===== config.mk =====
export PLATFORM = sky130hd
export DESIGN_NAME = if_fetch_flat
export DESIGN_NICKNAME = d
export VERILOG_FILES = /design/src/rtl/if_fetch_if.sv /design/src/rtl/if_fetch.sv /design/src/flat_wrapper.sv
export SDC_FILE = /design/constraint.sdc
export NUM_CORES = 1
export LEC_CHECK = 0
export CAP_MARGIN = 10
export CORE_MARGIN = 2
export CORE_UTILIZATION = 38
export CTS_BUF_LIST = sky130_fd_sc_hd__clkbuf_16
export DETAILED_ROUTE_END_ITERATION = 10
export PLACE_DENSITY = 0.74
export SKIP_LAST_GASP = 1
export SLEW_MARGIN = 10
export SYNTH_ARGS = -nofsm -noshare
export SYNTH_HDL_FRONTEND = slang
export SYNTH_SLANG_ARGS = --single-unit
export TNS_END_PERCENT = 10

===== constraint.sdc =====
create_clock -name clk -period 1.5 [get_ports clk]
set_input_delay 0.15 -clock clk [delete_from_list [all_inputs] [get_ports clk]]
set_output_delay 0.15 -clock clk [all_outputs]
set_load 0.1 [all_outputs]

===== src/rtl/if_fetch_if.sv =====
// Fetch-stage bus bundle: instruction-memory read port plus the decode-side
// instruction handshake.
interface if_fetch_if #(
    parameter int DW = 32,
    parameter int AW = 32
);
    logic          imem_req;
    logic [AW-1:0] imem_addr;
    logic          imem_rvalid;
    logic [DW-1:0] imem_rdata;
    logic          inst_valid;
    logic          inst_ready;
    logic [DW-1:0] inst;
    logic [AW-1:0] inst_pc;

    modport master (
        output imem_req, imem_addr, inst_valid, inst, inst_pc,
        input  imem_rvalid, imem_rdata, inst_ready
    );

    modport slave (
        input  imem_req, imem_addr, inst_valid, inst, inst_pc,
        output imem_rvalid, imem_rdata, inst_ready
    );
endinterface


===== src/rtl/if_fetch.sv =====
// Instruction-fetch stage: one outstanding imem read, single-entry buffer to decode.
// Optional IF_FETCH_PERF_EN adds fetch/stall performance counters.
module if_fetch #(
    parameter int DW = 32,
    parameter int AW = 32
) (
    input  logic          clk,
    input  logic          rst_n,
    input  logic [AW-1:0] pc,
    output logic [1:0]    pc_mode,
    input  logic          redir_valid,
    input  logic          redir_src,
    if_fetch_if.master    bus,
    output logic [2:0]    dbg_state
`ifdef IF_FETCH_PERF_EN
    ,
    output logic [31:0]   perf_fetch_cnt,
    output logic [31:0]   perf_stall_cnt
`endif
);

    typedef enum logic [2:0] {
        IDLE  = 3'd0,
        ISSUE = 3'd1,
        WAIT  = 3'd2,
        HOLD  = 3'd3,
        DROP  = 3'd4
    } state_t;

    localparam logic [1:0] PC_STALL     = 2'b00;
    localparam logic [1:0] PC_NORMAL    = 2'b01;
    localparam logic [1:0] PC_REGISTER  = 2'b10;
    localparam logic [1:0] PC_IMMEDIATE = 2'b11;

    state_t        state;
    logic [AW-1:0] addr_q;
    logic          inst_valid_q;
    logic [DW-1:0] inst_q;
    logic [AW-1:0] inst_pc_q;

    // Decode handshake: an instruction transfers on any cycle where inst_valid
    // and inst_ready are both high; inst/inst_pc stay stable while inst_valid
    // is high and not accepted, and inst_valid never drops without a transfer
    // except on a redirect flush.
    assign bus.imem_req   = (state == ISSUE);
    assign bus.imem_addr  = (state == ISSUE) ? pc : '0;
    assign bus.inst_valid = inst_valid_q;
    assign bus.inst       = inst_q;
    assign bus.inst_pc    = inst_pc_q;
    assign dbg_state      = state;

    // pc_mode reacts to redirect/rvalid in the same cycle so the PC register
    // updates on the edge that ends that cycle.
    always_comb begin
        pc_mode = PC_STALL;
        if (redir_valid)
            pc_mode = redir_src ? PC_IMMEDIATE : PC_REGISTER;
        else if (state == WAIT && bus.imem_rvalid)
            pc_mode = PC_NORMAL;
    end

    always_ff @(posedge clk or negedge rst_n) begin
        if (!rst_n) begin
            state        <= IDLE;
            addr_q       <= '0;
            inst_valid_q <= 1'b0;
            inst_q       <= '0;
            inst_pc_q    <= '0;
        end else if (redir_valid) begin
            inst_valid_q <= 1'b0;
            case (state)
                ISSUE:      state <= DROP;
                WAIT, DROP: state <= bus.imem_rvalid ? ISSUE : DROP;
                default:    state <= ISSUE;
            endcase
        end else begin
            case (state)
                IDLE:  state <= ISSUE;
                ISSUE: begin
                    addr_q <= pc;
                    state  <= WAIT;
                end
                WAIT: begin
                    if (bus.imem_rvalid) begin
                        inst_q       <= bus.imem_rdata;
                        inst_pc_q    <= addr_q;
                        inst_valid_q <= 1'b1;
                        state        <= HOLD;
                    end
                end
                HOLD: begin
                    if (inst_valid_q && bus.inst_ready) begin
                        inst_valid_q <= 1'b0;
                        state        <= ISSUE;
                    end
                end
                DROP: begin
                    if (bus.imem_rvalid)
                        state <= ISSUE;
                end
                default: state <= IDLE;
            endcase
        end
    end

`ifdef IF_FETCH_PERF_EN
    // Stall counts every cycle spent waiting on memory or on decode.
    always_ff @(posedge clk or negedge rst_n) begin
        if (!rst_n) begin
            perf_fetch_cnt <= '0;
            perf_stall_cnt <= '0;
        end else begin
            if (state == WAIT && bus.imem_rvalid && !redir_valid)
                perf_fetch_cnt <= perf_fetch_cnt + 32'd1;
            if (state == WAIT || state == DROP || (state == HOLD && !bus.inst_ready))
                perf_stall_cnt <= perf_stall_cnt + 32'd1;
        end
    end
`endif

endmodule


===== src/flat_wrapper.sv =====
// flat-port wrapper written by rule: the top's interface ports become plain ports
module if_fetch_flat 
#(
    parameter int DW = 32,
    parameter int AW = 32
)
  (clk, rst_n, pc, pc_mode, redir_valid, redir_src, dbg_state, bus_imem_req, bus_imem_addr, bus_inst_valid, bus_inst, bus_inst_pc, bus_imem_rvalid, bus_imem_rdata, bus_inst_ready);
  if_fetch_if #(.DW(DW), .AW(AW)) bus_i ();
  input  logic clk;
  input  logic rst_n;
  input  logic [AW-1:0] pc;
  output logic [1:0] pc_mode;
  input  logic redir_valid;
  input  logic redir_src;
  output logic [2:0] dbg_state;
  output wire logic [$bits(bus_i.imem_req)-1:0] bus_imem_req;
  output wire logic [$bits(bus_i.imem_addr)-1:0] bus_imem_addr;
  output wire logic [$bits(bus_i.inst_valid)-1:0] bus_inst_valid;
  output wire logic [$bits(bus_i.inst)-1:0] bus_inst;
  output wire logic [$bits(bus_i.inst_pc)-1:0] bus_inst_pc;
  input wire logic [$bits(bus_i.imem_rvalid)-1:0] bus_imem_rvalid;
  input wire logic [$bits(bus_i.imem_rdata)-1:0] bus_imem_rdata;
  input wire logic [$bits(bus_i.inst_ready)-1:0] bus_inst_ready;
  assign bus_imem_req = bus_i.imem_req;
  assign bus_imem_addr = bus_i.imem_addr;
  assign bus_inst_valid = bus_i.inst_valid;
  assign bus_inst = bus_i.inst;
  assign bus_inst_pc = bus_i.inst_pc;
  assign bus_i.imem_rvalid = bus_imem_rvalid;
  assign bus_i.imem_rdata = bus_imem_rdata;
  assign bus_i.inst_ready = bus_inst_ready;
  if_fetch #(.DW(DW), .AW(AW)) u_core (.clk(clk), .rst_n(rst_n), .pc(pc), .pc_mode(pc_mode), .redir_valid(redir_valid), .redir_src(redir_src), .bus(bus_i), .dbg_state(dbg_state));
endmodule

-- Word-level counts from Yosys, hierarchy flattened
Cells that the tools add are included.
- register bits: 100
- bits in latches: 0
- bits in writable memories: 0
- ROM bits: 0
- input bits: 70
- output and inout bits: 103
- logic and storage cells: 37
- memories kept: 0
- $add $sub $neg: 0
- multiply operators: 0
- div/mod/pow operators: 0
- order comparisons: 0
- eq/ne operators: 7
- shift operators: 0
- multiplexer cells: 15
- bitwise gates (word level): 1
- reduce and logical (&&, ||, !) cells: 9
- operators by type and width (operator ; number):
    $mux 32 ; 1
    $mux 3 ; 5
    $pmux 3 s5 ; 1
    $reduce_and 3->1 ; 3
    $eq 3x2->1 const B ; 2
    $ne 3x3->1 const B ; 2
    $pmux 3 s2 ; 1
    $mux 1 ; 5
    $eq 3x1->1 const B ; 1
    $eq 3x3->1 const B ; 1
    $logic_not 3->1 ; 1
    $ne 3x2->1 const B ; 1
    $reduce_bool 3->1 ; 1
    $logic_and 1x1->1 ; 2
    $mux 2 ; 1
    $pmux 1 s2 ; 1
    $reduce_and 2->1 ; 1
    $reduce_or 2->1 ; 1
    $not 1->1 ; 1

-- Depth between registers and ports, before layout
- word-level depth: 4
- gate-level depth with buffers: 6
- gate-level depth less buffers: 3

-- Worst setup path before layout
OpenSTA, ideal clock, no wires.
- path type: flip-flop to output port
- start: reg u_core.state[1] (netlist: u_core.dbg_state[1])
- end: out bus_imem_addr[10]
- arrival: 3.328 ns
- data required time: 1.350 ns
- slack: -1.978 ns
- stages on the path, launching flop included: 6
- path buffers: 2
- path through: dfrtp_1 buf_2 nand2b_1 nor2_1 clkbuf_1 and2_1
- word-level cells in the longest chain between the ends: 2
- ends and longest elaborated chain (item ; line ; source):
    start: declaration ; if_fetch.sv:35 ; state_t state;
    start signal: assignment ; if_fetch.sv:73 ; WAIT, DROP: state <= bus.imem_rvalid ? ISSUE : DROP;
    $eq 3x1->1 ; -- ;
    named net bus_imem_req ; flat_wrapper.sv:16 ; output wire logic [$bits(bus_i.imem_req)-1:0] bus_imem_req;
    $mux 32 ; if_fetch.sv:46 ; assign bus.imem_addr = (state == ISSUE) ? pc : '0;
    end: declaration ; flat_wrapper.sv:17 ; output wire logic [$bits(bus_i.imem_addr)-1:0] bus_imem_addr;
The timed path passes the listed nets, and every way through them passes these cells.

-- Worst setup path after layout
- start: reg u_core.state[0] (netlist: u_core.dbg_state[0])
- end: out pc_mode[0]
- word-level cells in the longest chain between the ends: 4
- ends and longest elaborated chain (item ; line ; source):
    $eq 3x2->1 ; if_fetch.sv:58 ; else if (state == WAIT && bus.imem_rvalid)
    $logic_and 1x1->1 ; if_fetch.sv:58 ;
    $mux 1 ; if_fetch.sv:58 ;
    $mux 2 ; if_fetch.sv:56 ; if (redir_valid)
    end: declaration ; flat_wrapper.sv:12 ; output logic [1:0] pc_mode;
No other way between the ends.

==> metrics.md <==
| Metric | Value |
|---|---|
| Max-Cap Viols | 0 |
| Worst Hold Class | in2async |
| Largest net degree at the start of global routing | 45 |
| Max Buffers Root-to-Sink | 2 |
| Nets@finish | 535 |
| Multi-input gate area | 0.00155 mm2 |
| Clk pin slew, worst setup/hold paths | 70 ps |
| Vias in the first global route | 3265 |
| Critical Path RT | 1350 ps |
| Placeable Area | 0.0103 mm2 |
| Wire length on met3 | 625 um |
| Die height | 107 um |
| Initial Util | 0.391 |
| Final hold violations | 0 |
| Worst slew margin | 0.742 |
| Hold WS | 297 ps |
| Clk_lat worst skew | 320 ps |
| Routability Congestion | 0.719 |
| Failing checks | negative setup slack |
| First-pass GRT wire length | 16200 um |
| Final HPWL DP | 7560 um |
| Post-route cell area | 0.00773 mm2 |
| Total grt overflow | 0 |
| Top Ports | 173 |
| Cell Area, Synth | 0.00403 mm2 |
| Die width | 107 um |
| Fmax | 0.530 GHz |
| Clock sinks | 100 |
| Drt total wl | 9970 um |
| Layout Cells excl Fill | 605 |
| Max-slew violation count | 0 |
| Met2 wire len | 5330 um |
| Rows | 37 |
| Via density | 4.70 |
| GRT Total Usage | 0.179 |
| Slew @ Worst Pin | 387 ps |
| Status | complete, but fails checks |
| Syn Nets | 333 |
| Initial antenna violation count | 0 |
| PnR worst setup slack | -388 ps |
| Syn Inst Count | 263 |
| Startpoint Class | flip-flop |
| Post-placement cell area | 0.00724 mm2 |
| Syn Area/Cell | 15.3 um2 |
| WL per Instance | 16.5 um |
| Vias | 2842 |
| Syn. warnings | 0 |
| # setup viols final | 130 |
| CP endpoint kind | output pin |
| Die ar. | 0.0115 mm2 |
| Final Critical Period | 1890 ps |
| Top sig layer | met4 |
| Root Buffer | clkbuf_16 |
| Fillers | 626 |
| Sequential Area | 0.00251 mm2 |
| H-tree Lvls | 3 |
| Initial DRT Pass Iterations | 4 |
| Unique cell type count in the Yosys netlist | 23 |
| Data arrival time at the worst-slack endpoint | 1740 ps |
| Antenna-violating nets left | 0 |
| Period utilization | 1.26 |
| Critical path type | reg2out |
| RSZ-0062 raised after global routing | yes |
| P&R area growth vs syn | 91.7% |
| Layout cell share with drive strength beyond 1 | 0.520 |
| Starting DRT DRC Count | 62 |
| Antenna cells | 0 |
| Met1 Wirelength | 3880 um |
| Maximum fanout along the worst path | 2 |
| Final Skew | 7.11 ps |
| Synthesized flop and latch total | 100 |
| TritonCTS clock tree | done |
| Post-synthesis sequential area ratio | 0.621 |
| Number of buffers added on ports | 172 |
| Placed cells | 579 |
| # DRC | 0 |
| CTS buffer count | 9 |
==> stage by stage <==
stage | setup slack [ps] | utilization | TNS, ps
6_report | -388 | 0.749 | -35060
3_5_place_dp | -272 | 0.701 | -23090
2_1_floorplan | -357 | - | -39360
3_3_place_gp | -229 | 0.701 | -19190
4_1_cts | -429 | 0.733 | -35740
5_1_grt | -442 | 0.749 | -41160
==> path summary, 6_finish.rpt <==
check / from / to / slack [ps] / cells past startpoint
max in group asynchronous: rst_n / u_core.addr_q[8]$_DFFE_PN0P_ / 640 / 3
min in group clk: bus_imem_rdata[11] / u_core.bus.inst[11]$_DFFE_PN0P_ / 420 / 2
worst min-delay path: rst_n / u_core.bus.inst[18]$_DFFE_PN0P_ / 300 / 2
worst max register to register: u_core.dbg_state[0]$_DFFE_PN0P_ / u_core.bus.inst_pc[23]$_DFFE_PN0P_ / -300 / 6
worst min register to register: u_core.addr_q[6]$_DFFE_PN0P_ / u_core.addr_q[6]$_DFFE_PN0P_ / 490 / 1
worst max-delay path: u_core.dbg_state[0]$_DFFE_PN0P_ / pc_mode[0] / -390 / 6
==> placed cells by master, fill, tap and decap left out, drive strengths merged <==
master	instances
a211oi	1
a21o	1
a31o	1
a31oi	1
a41oi	1
and2	32
buf	134
bufinv	1
clkbuf	12
clkdlybuf4s50	68
clkinv	3
clkinvlp	1
dfrtp	100
dlygate4sd3	1
inv	2
mux2	96
nand2	1
nand2b	2
nor2	2
nor3	1
nor4	1
nor4b	1
o21ai	4
o21bai	1
o311ai	1
==> registers in the layout (all words and copies together), names as in the netlist <==
signal / count
u_core.addr_q: 32
u_core.bus.inst: 32
u_core.bus.inst_pc: 32
u_core.bus.inst_valid: 1
u_core.dbg_state: 3
==> worst max-delay path, stage by stage, from the launching register on <==
cell and delay (ps):
dfrtp_4 480, nand2b_4 150, nor4b_4 250, buf_4 180, buf_12 100, a21o_4 90, buf_12 160
==> synth_stat cells (all sizes together) <==
| cell | instances | share of area |
|---|---|---|
| o21ai | 4 | 0.0050 |
| nand2 | 1 | 0.00093 |
| nor4 | 1 | 0.0016 |
| a31o | 1 | 0.0022 |
| and2 | 32 | 0.050 |
| a41oi | 1 | 0.0022 |
| a21o | 1 | 0.0019 |
| a211oi | 1 | 0.0019 |
| o311ai | 1 | 0.0022 |
| buf | 12 | 0.026 |
| mux2 | 96 | 0.27 |
| clkbuf | 3 | 0.0028 |
| a31oi | 1 | 0.0016 |
| inv | 1 | 0.00093 |
| dfrtp | 100 | 0.62 |
| nor2 | 2 | 0.0019 |
| nor4b | 1 | 0.0037 |
| nor3 | 1 | 0.0025 |
| nand2b | 2 | 0.0031 |
| o21bai | 1 | 0.0019 |
==> per-layer routing <==
| layer | GRT usage | up-vias |
|---|---|---|
| li1 | - | 1320 |
| met1 | 0.212 | 1421 |
| met2 | 0.319 | 95 |
| met3 | 0.0456 | 6 |
| met4 | 0.0575 | 0 |
| met5 | 0 | - |
==> cells by family (layout without fill, tap and decap cells) <==
family                 Yosys count  in the layout  synth area share
DFF                            100            100             0.621
muxes                           96             96             0.268
and+or+nand+nor                 40             40            0.0633
buffers and inverters           16            222            0.0295
AOI/OAI and AO/OA               11             11            0.0186
==> layout make-up <==
class                   instances  share of cell area
repair buffers                206               0.414
flip-flops and latches        100               0.325
multi-input cells             147               0.201
clock buffers                   9              0.0291
well taps                     136              0.0220
clock inverters                 6             0.00842
inverters                       1            0.000486
==> repair_timing <==
item	4_1_cts	5_1_grt
setup endpoints to repair	130	130
gates cloned	0	3
hold buffers	1	0
buffers inserted	3	5
gates resized for setup	0	13
endpoints found under the hold margin	25	0
pin swaps	1	2
Power is not shown: default switching activity piles up to over one toggle a cycle in this logic, so the estimate is an artifact.
==> variant: new RTL, same flow settings <==
Register the output `dbg_state` once more; this adds one clock of latency there. The other outputs are not delayed to match.
--- a/src/rtl/if_fetch.sv
+++ b/src/rtl/if_fetch.sv
@@ -48,5 +48,7 @@
     assign bus.inst       = inst_q;
     assign bus.inst_pc    = inst_pc_q;
-    assign dbg_state      = state;
+    always_ff @(posedge clk) begin
+        dbg_state <= state;
+    end
 
     // pc_mode reacts to redirect/rvalid in the same cycle so the PC register
Formal check against the unedited RTL: not equivalent (a bounded check fails within 4 cycles, from zero or initial values and one cycle with rst_n low).
==> variant against the original RTL <==
The flow still finishes with violations (negative setup slack); hold slack worse by 0.066 ns; utilization down 2.9 points; area after synthesis up 6.4%; count of clock-buffer cells in the layout unchanged; wire length up 11%; via count up 3.1%; sequential cell count up 3; setup slack better by 0.13 ns; final area up 1.8%.
Power is left out: the tool's default activity adds up to more than one toggle a clock period on the data nets, which glitch-free logic cannot reach.
==> variant: results (changes against the original RTL) <==
setup_tns_ns: -24.74  # +10.32 ns
finalSetupViolCount: 130  # unchanged
worst_slack_ns: -0.253  # +0.135 ns
slew_headroom_pct: 80.3  # +6.1 points
drive_gt1_share_pct: 58.5  # +6.5 points
status: "complete, but fails checks"
synth_cell_types: 25  # +8.7%
dp_slack_ns: -0.284  # -0.0120 ns
synth_compound_gate_area_share_pct: 1.75  # -0.11 points
synthMuxAreaShare_pct: 29.5  # +2.7 points
gp_congestion: 0.680  # -5.4%
drt_iter0_markers: 79  # +27%
grt_pass1_wl_microns: 17500  # +8.2%
numClockSinks: 103  # +3.0%
final_nets: 533  # -0.37%
synthTopCellsByCount: "dfrtp_1, mux2_4, mux2_2, and2_1, mux2_1"
clk_share_pct: 3.45  # -0.31 points
grt_pass1_vias: 3166  # -3.0%
syn_area_per_cell_sq_um: 16.1  # +4.8%
wire_per_inst_microns: 18.2  # +10%
cts_setup_buffers: 10  # +7
buf_share_pct: 40.1  # -1.4 points
crit_family: "buffers and inverters"
seq_share_pct: 32.6  # +0.084 points
design_area_sq_mm: 0.00787  # +1.8%
violations: "negative setup slack"
## variant: changes by cell type after synthesis, moves of 2 or more
cell / change
mux2_4: +49
mux2_1: -41
dfxtp_1: +3
mux2_2: -8
buf_2: +2
## variant: worst max path at each step
stage	from	endpoint	slack, ns	cells after the start
2_1_floorplan	u_core.state[0]	u_core.bus.inst[0]	-0.04	5
3_3_place_gp	redir_valid	u_core.bus.inst[26]	-0.25	5
3_5_place_dp	redir_valid	u_core.bus.inst[22]	-0.28	5
4_1_cts	u_core.state[0]	bus_imem_addr[24]	-0.26	7
5_1_grt	u_core.state[1]	bus_imem_addr[24]	-0.33	6
6_report	u_core.state[1]	bus_imem_addr[24]	-0.25	6
## variant: per-layer routing
layer  part of all wire (%)  GRT usage, %  vias to the layer above
met5                      0             0                        -
met3                    6.9          5.41                       11
li1                       -             -                     1317
met4                    1.1          5.18                        0
met1                     39          23.9                     1495
met2                     53          32.8                      108
